**src/rtl/alu_ctrl_pkg.sv**
```systemverilog
// Shared encodings for the registered ALU control decoder: ALUop classes,
// LEGv8 opcode patterns, base ALU control codes and the sequencer state type.
package alu_ctrl_pkg;

  localparam logic [1:0] ALUOP_LDST  = 2'b00;
  localparam logic [1:0] ALUOP_CBZ   = 2'b01;
  localparam logic [1:0] ALUOP_RTYPE = 2'b10;
  localparam logic [1:0] ALUOP_ITYPE = 2'b11;

  localparam logic [10:0] OPC_SUB = 11'b11001011000;
  localparam logic [10:0] OPC_ORR = 11'b10101010000;
  localparam logic [10:0] OPC_AND = 11'b10001010000;
  localparam logic [10:0] OPC_ADD = 11'b10001011000;
  localparam logic [10:0] OPC_LSL = 11'b11010011011;
  localparam logic [10:0] OPC_LSR = 11'b11010011010;
  localparam logic [10:0] OPC_MUL = 11'b10011011000;

  // I-type forms are matched on Opcode[10:1]; bit 0 belongs to the immediate.
  localparam logic [9:0] OPC_ADDI = 10'b1001000100;
  localparam logic [9:0] OPC_SUBI = 10'b1101000100;
  localparam logic [9:0] OPC_ANDI = 10'b1001001000;
  localparam logic [9:0] OPC_ORRI = 10'b1011001000;

  localparam logic [3:0] CODE_AND  = 4'b0000;
  localparam logic [3:0] CODE_ORR  = 4'b0001;
  localparam logic [3:0] CODE_ADD  = 4'b0010;
  localparam logic [3:0] CODE_LSL  = 4'b0011;
  localparam logic [3:0] CODE_LSR  = 4'b0100;
  localparam logic [3:0] CODE_SUB  = 4'b0110;
  localparam logic [3:0] CODE_PASS = 4'b0111;
  localparam logic [3:0] CODE_MUL  = 4'b1000;

  typedef enum logic [1:0] {
    ST_IDLE = 2'b00,
    ST_HOLD = 2'b01,
    ST_MULW = 2'b10
  } state_e;

endpackage

```
**src/rtl/alu_ctrl_decode.sv**
```systemverilog
// Pure combinational {ALUop, Opcode} -> {ALU control code, is_mul, illegal}.
// Undecodable ops return an all-ones code so they cannot alias a real operation.
module alu_ctrl_decode
  import alu_ctrl_pkg::*;
#(
  parameter int CTRL_W = 4
) (
  input  logic [1:0]        alu_op,
  input  logic [10:0]       opcode,
  output logic [CTRL_W-1:0] code,
  output logic              is_mul,
  output logic              illegal
);

  logic [3:0] base;

  always_comb begin
    base    = CODE_AND;
    is_mul  = 1'b0;
    illegal = 1'b0;
    case (alu_op)
      ALUOP_LDST: base = CODE_ADD;
      ALUOP_CBZ:  base = CODE_PASS;
      ALUOP_RTYPE: begin
        case (opcode)
          OPC_SUB: base = CODE_SUB;
          OPC_ORR: base = CODE_ORR;
          OPC_AND: base = CODE_AND;
          OPC_ADD: base = CODE_ADD;
          OPC_LSL: base = CODE_LSL;
          OPC_LSR: base = CODE_LSR;
          OPC_MUL: begin
            base   = CODE_MUL;
            is_mul = 1'b1;
          end
          default: illegal = 1'b1;
        endcase
      end
      ALUOP_ITYPE: begin
        case (opcode[10:1])
          OPC_ADDI: base = CODE_ADD;
          OPC_SUBI: base = CODE_SUB;
          OPC_ANDI: base = CODE_AND;
          OPC_ORRI: base = CODE_ORR;
          default:  illegal = 1'b1;
        endcase
      end
      default: illegal = 1'b1;
    endcase
    code = illegal ? {CTRL_W{1'b1}} : CTRL_W'(base);
  end

endmodule

```
**src/rtl/alu_control_seq.sv**
```systemverilog
// Registered, handshaked ALU control stage: decodes the op, holds the result
// until the consumer takes it, paces MUL latency and counts delivered illegal ops.
//
// state   | meaning
// ST_IDLE | no output pending, ready for a new op
// ST_HOLD | decoded op presented (out_valid), waiting for out_ready
// ST_MULW | MUL accepted, counting down to its result slot
module alu_control_seq
  import alu_ctrl_pkg::*;
#(
  parameter int CTRL_W     = 4,
  parameter int MUL_CYCLES = 4,
  parameter int ERR_W      = 8
) (
  input  logic              CLK,
  input  logic              Reset,
  input  logic              flush,
  input  logic              in_valid,
  output logic              in_ready,
  input  logic [1:0]        ALUop,
  input  logic [10:0]       Opcode,
  output logic              out_valid,
  input  logic              out_ready,
  output logic [CTRL_W-1:0] ALUCtrl,
  output logic              is_mul,
  output logic              illegal,
  output logic              busy,
  output logic [ERR_W-1:0]  err_cnt
);

  localparam int CNT_W = $clog2(MUL_CYCLES + 1);
  localparam logic [CNT_W-1:0] CNT_LOAD = CNT_W'(MUL_CYCLES - 1);

  state_e             state_q, state_d;
  logic [CNT_W-1:0]   cnt_q, cnt_d;
  logic               out_valid_q, out_valid_d;
  logic [CTRL_W-1:0]  alu_ctrl_q, alu_ctrl_d;
  logic               is_mul_q, is_mul_d;
  logic               illegal_q, illegal_d;
  logic               busy_q, busy_d;
  logic [ERR_W-1:0]   err_cnt_q, err_cnt_d;

  logic [CTRL_W-1:0]  dec_code;
  logic               dec_is_mul;
  logic               dec_illegal;
  logic               accept;

  alu_ctrl_decode #(.CTRL_W(CTRL_W)) u_decode (
    .alu_op  (ALUop),
    .opcode  (Opcode),
    .code    (dec_code),
    .is_mul  (dec_is_mul),
    .illegal (dec_illegal)
  );

  assign in_ready = !flush && ((state_q == ST_IDLE) || ((state_q == ST_HOLD) && out_ready));
  assign accept   = in_valid && in_ready;

  always_comb begin
    state_d     = state_q;
    cnt_d       = cnt_q;
    out_valid_d = out_valid_q;
    alu_ctrl_d  = alu_ctrl_q;
    is_mul_d    = is_mul_q;
    illegal_d   = illegal_q;
    busy_d      = busy_q;
    err_cnt_d   = err_cnt_q;

    if (flush) begin
      // ALUCtrl deliberately keeps its last value; only the qualifiers drop.
      state_d     = ST_IDLE;
      cnt_d       = '0;
      out_valid_d = 1'b0;
      is_mul_d    = 1'b0;
      illegal_d   = 1'b0;
      busy_d      = 1'b0;
    end else begin
      if (out_valid_q && out_ready && illegal_q && (err_cnt_q != {ERR_W{1'b1}}))
        err_cnt_d = err_cnt_q + ERR_W'(1);

      case (state_q)
        ST_IDLE, ST_HOLD: begin
          if (accept) begin
            alu_ctrl_d = dec_code;
            is_mul_d   = dec_is_mul;
            illegal_d  = dec_illegal;
            if (dec_is_mul) begin
              state_d     = ST_MULW;
              cnt_d       = CNT_LOAD;
              busy_d      = 1'b1;
              out_valid_d = 1'b0;
            end else begin
              state_d     = ST_HOLD;
              out_valid_d = 1'b1;
            end
          end else if ((state_q == ST_HOLD) && out_ready) begin
            state_d     = ST_IDLE;
            out_valid_d = 1'b0;
          end
        end
        ST_MULW: begin
          if (cnt_q == CNT_W'(1)) begin
            state_d     = ST_HOLD;
            cnt_d       = '0;
            busy_d      = 1'b0;
            out_valid_d = 1'b1;
          end else begin
            cnt_d = cnt_q - CNT_W'(1);
          end
        end
        default: begin
          state_d     = ST_IDLE;
          out_valid_d = 1'b0;
          busy_d      = 1'b0;
        end
      endcase
    end
  end

  always_ff @(posedge CLK) begin
    if (Reset) begin
      state_q     <= ST_IDLE;
      cnt_q       <= '0;
      out_valid_q <= 1'b0;
      alu_ctrl_q  <= '0;
      is_mul_q    <= 1'b0;
      illegal_q   <= 1'b0;
      busy_q      <= 1'b0;
      err_cnt_q   <= '0;
    end else begin
      state_q     <= state_d;
      cnt_q       <= cnt_d;
      out_valid_q <= out_valid_d;
      alu_ctrl_q  <= alu_ctrl_d;
      is_mul_q    <= is_mul_d;
      illegal_q   <= illegal_d;
      busy_q      <= busy_d;
      err_cnt_q   <= err_cnt_d;
    end
  end

  assign out_valid = out_valid_q;
  assign ALUCtrl   = alu_ctrl_q;
  assign is_mul    = is_mul_q;
  assign illegal   = illegal_q;
  assign busy      = busy_q;
  assign err_cnt   = err_cnt_q;

endmodule

```
**config.mk**
```make
export PLATFORM = sky130hd
export DESIGN_NAME = alu_control_seq
export DESIGN_NICKNAME = d
export VERILOG_FILES = /design/src/rtl/alu_ctrl_pkg.sv /design/src/rtl/alu_ctrl_decode.sv /design/src/rtl/alu_control_seq.sv
export SDC_FILE = /design/constraint.sdc
export NUM_CORES = 1
export LEC_CHECK = 0
export CORE_UTILIZATION = 35
export DETAILED_ROUTE_END_ITERATION = 12
export GPL_ROUTABILITY_DRIVEN = 1
export GPL_TIMING_DRIVEN = 0
export SETUP_SLACK_MARGIN = 0.3
export SYNTH_ARGS = -nofsm -noshare
export SYNTH_HDL_FRONTEND = slang
export SYNTH_SLANG_ARGS = --single-unit
```
**constraint.sdc**
```tcl
create_clock -name CLK -period 2.4 [get_ports CLK]
set_clock_uncertainty 0.2 [all_clocks]
set_input_delay 0.36 -clock CLK [delete_from_list [all_inputs] [get_ports CLK]]
set_output_delay 0.36 -clock CLK [all_outputs]
set_load 0.05 [all_outputs]
```
After elaboration in Yosys (flattened, before gate mapping)
Cells that the tools add are included.

word-level totals
  register bits after elaboration = 21
  input port bits = 18
  output and inout port bits = 17
  logic and storage cells = 81

cells by class
  $add $sub $neg = 2
  equal/unequal tests = 22
  mux-type cells = 27
  bitwise logic cells = 1
  reduce and logical (&&, ||, !) cells = 21

operators by type and width
  cell                                                                    count
  11-bit equality test (second input constant)                            7
  10-bit equality test (second input constant)                            4
  4-bit case mux with 6 select lines                                      1
  4-bit case mux with 4 select lines                                      1
  1-bit 2-to-1 mux                                                        11
  3-bit 2-to-1 mux                                                        3
  3-bit case mux with 3 select lines                                      1
  3-bit AND reduction                                                     3
  8-bit by 1-bit adder with 8-bit output (second input constant)          1
  2-bit 2-to-1 mux                                                        4
  8-bit inequality test (second input constant)                           1
  7-bit OR reduction                                                      1
  2-bit equality test (second input constant)                             3
  1-bit logical AND                                                       6
  2-bit inequality test (second input constant)                           3
  1-bit case mux with 2 select lines                                      3
  3-bit case mux with 2 select lines                                      1
  2-bit AND reduction                                                     3
  2-bit by 1-bit equality test with 1-bit output (second input constant)  2
  2-bit logical NOT                                                       2
  4-bit 2-to-1 mux                                                        1
  2-bit case mux with 2 select lines                                      1
  2-bit OR reduction                                                      2
  4-bit OR reduction                                                      1
  7 further kinds                                                         7

Longest topological paths before layout
Gate-level depths: netlist of the first run.

  depth in word-level cells = 7
  mapped depth = 7
  depth with buffers taken out = 7

By module
Synthesis of the first run repeated with hierarchy kept, for this count alone.

unflattened totals
  cell total of the unflattened synthesis = 137
  area, all modules = 1,212.4 um2

modules (own cells, without submodules)
  module           times used  cells an instance  area each (um2)  seq. area each (um2)
  alu_control_seq  1           95                 940.9            400.4
  alu_ctrl_decode  1           42                 271.5            0.0

Least setup slack after synthesis of the first run
No wires, ideal clock.

  kind = register -> register
  start = reg err_cnt_q[0] (netlist: err_cnt[0])
  end = reg err_cnt_q[7] (netlist: err_cnt[7])
  setup time = 129 ps
  data arrival time = 1,851 ps
  required time = 2,071 ps
  setup slack = 220 ps
  cell stages (with the launch flop) = 7
  path buffers = 0
  clock period less this slack = 2,180 ps
  cell sequence = dfxtp_1 > ha_1 > nand2_1 > nor3_1 > nor4_1 > xnor2_1 > nor2_1

between the ends
  cells in the longest elaborated chain, start to end = 3
  elaborated cells between the ends (all ways) = 4
  those cells by class = add/sub: 1; eq/ne: 1; reduce/logical: 2

RTL lines
  what                                                                                            line                    text
  from (decl)                                                                                     alu_control_seq.sv:41   logic [ERR_W-1:0] err_cnt_q, err_cnt_d;
  from (signal assigned)                                                                          alu_control_seq.sv:138  err_cnt_q <= err_cnt_d;
  parallel branches: the longest is 3 deep, another holds 8-bit by 1-bit adder with 8-bit output  n/a

Several ways; the timed one is not identified.
A chain may end at the register's enable or synchronous reset.

Worst setup path in the final report of the first run
  start = in Opcode[5]
  end = reg alu_ctrl_q[0] (netlist: ALUCtrl[0])

between the ends
  cells in the longest elaborated chain, start to end = 5
  elaborated cells between the ends (all ways) = 20
  those cells by class = eq/ne: 11; mux: 7; reduce/logical: 2

RTL lines
  what                                                                line                                          text
  from (decl)                                                         alu_control_seq.sv:21                         input logic [10:0] Opcode,
  11-bit equality test or 10-bit equality test (tied branches)        alu_ctrl_decode.sv:25, alu_ctrl_decode.sv:40
  7-bit OR reduction (no line) or 4-bit OR reduction (tied branches)  n/a
  1-bit 2-to-1 mux, on equally long branches                          alu_ctrl_decode.sv:25, alu_ctrl_decode.sv:40
  1-bit case mux with 2 select lines                                  alu_ctrl_decode.sv:21                         case (alu_op)
  4-bit 2-to-1 mux (*)                                                alu_ctrl_decode.sv:50                         code = illegal ? {CTRL_W{1'b1}} : CTRL_W'(base);
  to (signal assigned)                                                alu_control_seq.sv:134                        alu_ctrl_q <= alu_ctrl_d;
  to (decl)                                                           alu_control_seq.sv:37                         logic [CTRL_W-1:0] alu_ctrl_q, alu_ctrl_d;

Mark *: on every way between the ends. The rest lies on a longest branch, timed or not.

==> flow_summary_export.csv, run 1 <==
group,metric,value,unit
detailed_routing,wl,2830,um
timing,fin_crit,2050,ps
hold_path,hold_class,"register to register",
synthesis,synth_nets,161,
final_layout,nFillCells,319,
die,die_h,59.8,um
power_and_ir_drop,finalPower,0.000664,W
synthesis,syn_area,1170,um^2
clocking,path_clk_slew,110,ps
clocking,cts_buffers,3,
final_layout,final_nets,201,
die,core_area,3100,um^2
clocking,cts_tree,"done",
critical_path,crit_path_start_kind,"input pin",
place,gp_congestion,0.835,
synthesis,yosysSeqAreaShare,34.2,%
final_layout,drive_gt1_share,14.5,%
die,num_rows,20,
critical_path,worstReg2RegEnd,"cnt_q[0]",
timing,setup_tns,0,ps
final_layout,final_cell_count_no_fill,223,
global_routing,antenna_found_initial,0,
place,place.port_buffers,34,
detailed_routing,vias_per_cell,5.26,
global_routing,grt_pass1_wl,4660,um
final_layout,syn_to_final_growth,42.8,%
critical_path,endpoint_kind,"register",
die,pin_count,35,
detailed_routing,drt_iter0_markers,46,
critical_path,cp_max_fo,4,
outcome,status,"completed",
timing,rsz0062_at_grt,"true",
clocking,cts_buffer_depth,2,
run,maxCapViolations,0,
synthesis,yosys_register_bits,20,
global_routing,grt-ovfl-total,0,
global_routing,grtUsageMet2,30.5,%
final_layout,n_antenna_cell,0,
synthesis,synthCells,140,
critical_path,ff2ff_setup_slack,600,ps
global_routing,grt_use_met3,5.41,%
die,die-width,59.8,um
synthesis,yosysWarnings,0,
global_routing,busiest_layer,"met2",
critical_path,r2r_start,"state_q[1]",
synthesis,synth_top_area_share,34.2,%
power_and_ir_drop,power.density,397,nW/um^2
detailed_routing,vias,1172,
clocking,ctsRootBufferMaster,"clkbuf_4",
final_layout,mostFrequentLayoutCells,"20 x dfxtp_1, 16 x nor2_1, 14 x dlygate4sd2_1",
critical_path,r2r_cells,5,
critical_path,crit_arrival,2080,ps
final_layout,mostFrequentLayoutCell,"dfxtp_1",
synthesis,synth_flop_cell,"dfxtp_1",
hold_path,worstHoldPathCells,2,
clocking,clk_latency,300,ps
hold_path,hp-start,"is_mul",
place,dp.cells,218,
synthesis,synth.area.top_cells,"dfxtp_1 34%, xnor2_1 5.2%, nor2_1 5.1%",
timing,setup_violations,0,
timing,timing.fmax,487,MHz
synthesis,ys_types,43,
timing,fin_crit_sh,85.5,%
clocking,cts-hold-fix-buffers,0,
die,start_util,37.7,%
global_routing,grt_start_max_net_pins,12,
global_routing,grt_util_all_layers,17.1,%
detailed_routing,wl_per_cell,12.7,um
clocking,h-tree-depth,1,
clocking,clkSinkCount,20,
timing,tightest_slew,506,ps
timing,max-slew-margin-rel,66.1,%
place,dp_hpwl,2200,um
synthesis,synth_top_area_cell,"dfxtp_1",
synthesis,avgSynthCellArea,8.36,um^2
detailed_routing,ant_nets,0,
timing,drv_slew,0,
die,die_area,3580,um^2
global_routing,grt_pass1_vias,1111,
timing,hold_ws,274,ps
critical_path,critPathKind,"input pin to register",
timing,hold_viol_final,0,
power_and_ir_drop,p_leak,0.669,nW
synthesis,ys_async_sr_fraction,0,%
global_routing,met1_usage,19.5,%
critical_path,cp.required,2420,ps
power_and_ir_drop,ir_worst_vdd,220,uV
synthesis,synth_edf_count,0,
detailed_routing,drc,0,
detailed_routing,dr.pass1.iters,4,
hold_path,min_to,"is_mul",
-- Yosys cell counts, types with 2 or more instances --
master	count
a211oi_1	2
a21o_1	2
a21oi_1	5
a221oi_1	4
a221oi_2	2
a31oi_1	2
clkbuf_1	2
dfxtp_1	20
ha_1	3
inv_1	10
nand2_1	10
nand2b_1	4
nand3_1	6
nand3b_1	2
nand4_1	2
nand4b_1	2
nor2_1	16
nor2b_1	2
nor3_1	5
nor4_1	4
nor4b_1	3
or3b_1	4
or4b_1	2
xnor2_1	7
-- worst max-delay path by stage --
stage / endpoint / slack [ps] / cells past startpoint / start
floorplan: ALUCtrl[2] / 390 / 5 / Opcode[2]
global placement: ALUCtrl[2] / -240 / 6 / Opcode[6]
detailed placement: ALUCtrl[2] / -260 / 6 / Opcode[6]
CTS: in_ready / 300 / 4 / out_ready
global route: state_q[1] / 280 / 5 / Opcode[0]
finish: ALUCtrl[0] / 350 / 6 / Opcode[5]
-- cell families (layout without fill, tap and decap cells) --
group           Yosys count  after routing  share of synthesized area, %
compound gates           27             27                          18.3
xor+xnor                  7              7                          5.24
fa+ha+maj                 3              3                          3.21
buf+inv                  13             52                          4.17
flops                    20             20                          34.2
simple gates             70             70                          34.9
-- state kept, by name (all words and copies together) (netlist names) --
register	count
cnt_q	3
illegal	1
is_mul	1
busy	1
state_q	2
err_cnt	8
ALUCtrl	4
-- layer usage --
layer | share of wire [%] | up-vias | wire length [um]
met5 | 0 | - | 0
met4 | 1.0 | 0 | 29
met3 | 4.0 | 4 | 114
met2 | 53 | 19 | 1500
met1 | 42 | 554 | 1190
li1 | - | 595 | -
-- layout make-up --
cell class | instances | area (um^2) | share of cell area [%]
repair buffers | 35 | 333 | 19.9
clock buffers | 4 | 36.3 | 2.17
inverters | 10 | 37.5 | 2.25
multi-input cells | 107 | 797 | 47.7
plain buffers | 3 | 11.3 | 0.674
well taps | 44 | 55.1 | 3.30
flip-flops and latches | 20 | 400 | 24.0
-- report_power, final --
part	internal, W	switching (W)	total (W)
Clock	0.0000926	0.000101	0.000194
Combinational	0.0000542	0.0000741	0.000128
Sequential	0.000338	0.00000365	0.000341
Total	0.000485	0.000179	0.000664
-- metrics by stage --
step / setup slack [ps] / cell area [um^2] / util (%)
2_1_floorplan: 385 / 1170 / -
3_3_place_gp: -238 / 1570 / 50.6
3_5_place_dp: -263 / 1570 / 50.6
4_1_cts: 303 / 1630 / 52.4
5_1_grt: 279 / 1670 / 53.8
6_report: 347 / 1670 / 53.8
-- repair_timing --
item / 4_1_cts / 5_1_grt
setup buffers: 1 / 0
pin swaps: 2 / 1
setup endpoints to repair: 18 / 12
gates resized for setup: 23 / 16
-- worst max-delay path, cell delays in order --
cell and delay [ps]:
dlygate4sd2_1 260, or4b_4 550, or4_4 450, o21ai_2 90, a22oi_1 120, a221oi_2 240
Note: power is estimated with default switching activity, not from simulation.
==> inputs of run 2 (changes only) <==
GPL_ROUTABILITY_DRIVEN = not set   (was 1)
PLACE_DENSITY = 0.7   (was not set)
==> flow_summary_export.csv, run 2 (synthesis results as in run 1) <==
group,metric,value,unit
timing,hold_ws,274,ps
detailed_routing,ant_nets,0,
timing,setup_violations,0,
place,dp.cells,218,
timing,fin_crit_sh,87.3,%
clocking,cts_buffer_depth,2,
die,start_util,37.7,%
critical_path,cp_max_fo,5,
detailed_routing,drc,0,
critical_path,crit_path_start_kind,"input pin",
run,maxCapViolations,0,
detailed_routing,vias,1163,
global_routing,grt_pass1_vias,1116,
die,die_h,59.8,um
final_layout,syn_to_final_growth,40.7,%
timing,fin_crit,2100,ps
die,die-width,59.8,um
power_and_ir_drop,pwr-share-seq,51.6,%
timing,timing.fmax,477,MHz
critical_path,endpoint_kind,"register",
final_layout,largest_reg_flops,8,
power_and_ir_drop,swShare,27.3,%
detailed_routing,wl_per_cell,13.4,um
global_routing,grt-ovfl-total,0,
global_routing,grt_pass1_wl,4810,um
timing,setup_tns,0,ps
power_and_ir_drop,internal-power,0.000482,W
timing,drv_slew,0,
timing,post-route-worst-setup-slack,304,ps
place,dp_hpwl,2170,um
clocking,cts_tree,"done",
final_layout,mostFrequentLayoutCells,"20 x dfxtp_1, 16 x nor2_1, 15 x dlygate4sd2_1",
power_and_ir_drop,p_leak,0.682,nW
die,pin_count,35,
final_layout,n_antenna_cell,0,
critical_path,critPathKind,"input pin to register",
power_and_ir_drop,comb_power_share,18.7,%
critical_path,crit_arrival,2070,ps
power_and_ir_drop,p_clk_share,29.7,%
timing,hold_viol_final,0,
timing,rsz0062_at_grt,"true",
detailed_routing,dr.pass1.iters,4,
final_layout,final_nets,200,
outcome,status,"completed",
clocking,clkSinkCount,20,
global_routing,grt_util_all_layers,17.9,%
power_and_ir_drop,ir_worst_vdd,201,uV
final_layout,final_cell_count_no_fill,222,
detailed_routing,drt_iter0_markers,56,
global_routing,antenna_found_initial,0,
power_and_ir_drop,finalPower,0.000662,W
power_and_ir_drop,power.density,402,nW/um^2
timing,tightest_slew,501,ps
global_routing,grt_start_max_net_pins,12,
place,place.port_buffers,34,
die,die_area,3580,um^2
clocking,path_clk_slew,110,ps
clocking,ctsRootBufferMaster,"clkbuf_4",
clocking,h-tree-depth,1,
timing,max-slew-margin-rel,66.5,%
clocking,post_cts_buffers,0,
clocking,clk_latency,300,ps
place,pre_cts_slack,-266,ps
final_layout,mostFrequentLayoutCell,"dfxtp_1",
clocking,cts_buffers,3,
final_layout,drive_gt1_share,11.8,%
clocking,cts-hold-fix-buffers,0,
die,core_area,3100,um^2
critical_path,cp.required,2370,ps
place,gp_congestion,0.866,
hold_path,hold_class,"register to register",
final_layout,nFillCells,346,
detailed_routing,wl,2970,um
power_and_ir_drop,power.switching,0.000181,W
detailed_routing,vias_per_cell,5.24,
die,num_rows,20,
## run 2: cell count changes in the layout (fill, tap and decap cells not counted), sizes merged
cell,change
clkdlybuf4s50,-2
dlymetal6s2s,+2
buf,-1
clkbuf,-1
dlygate4sd2,+1
## run 2: path summary, 6_finish.rpt
check	start	to	slack, ps	cells after the start
max reg2reg	state_q[0]	err_cnt[4]	570	4
max	Opcode[5]	ALUCtrl[2]	300	6
min reg2reg	is_mul	is_mul	270	2
min	is_mul	is_mul	270	2
## run 2: per-layer routing
layer  up-vias  wire length, um  track usage (%)
li1        597                -                -
met1       536             1370             20.9
met2        28             1440             31.4
met3         2              133             4.76
met4         0               25             5.98
met5         -                0                0
## run 2: what timing repair did
action                     in CTS  in global routing
setup endpoints to repair      17                 12
pin swaps                       2                  3
gates resized for setup        23                 12
## run 2: power by group through the flow
| stage | Sequential (W) | Combinational (W) | Clock (W) |
|---|---|---|---|
| after floorplan | 0.000370 | 0.0000410 | 0 |
| after global placement | 0.000349 | 0.000121 | 0 |
| after detailed placement | 0.000349 | 0.000124 | 0 |
| after CTS | 0.000342 | 0.000123 | 0.000201 |
| after global routing | 0.000342 | 0.000132 | 0.000217 |
| final | 0.000342 | 0.000124 | 0.000197 |
## run 2: through the flow
stage | cell area, um^2 | util, %
after global routing | 1650 | 53.1
after CTS | 1620 | 52.3
final | 1650 | 53.1
after detailed placement | 1570 | 50.6
after floorplan | 1170 | -
after global placement | 1570 | 50.6
## run 2: critical path, cell delays in order
cell and delay [ps]:
dlygate4sd2_1 280, or4b_4 590, or4_4 440, o21ai_2 90, o21a_2 210, a221oi_1 100
## run 2: layout make-up
type                       count  area [um^2]  share of cell area, %
buffer                         3         11.3                  0.684
clock buffer                   4         36.3                   2.20
inverter                      10         37.5                   2.28
multi-input combinational    107          772                   46.9
sequential                    20          400                   24.3
tap                           44         55.1                   3.34
timing repair buffer          34          334                   20.3
==> inputs of run 3 (changes only) <==
CTS_CLUSTER_SIZE = 16   (was not set)
SKIP_LAST_GASP = 1   (was not set)
==> results of run 3 <==
Same layout as run 2: the final DEF is identical, and so are final timing and power.
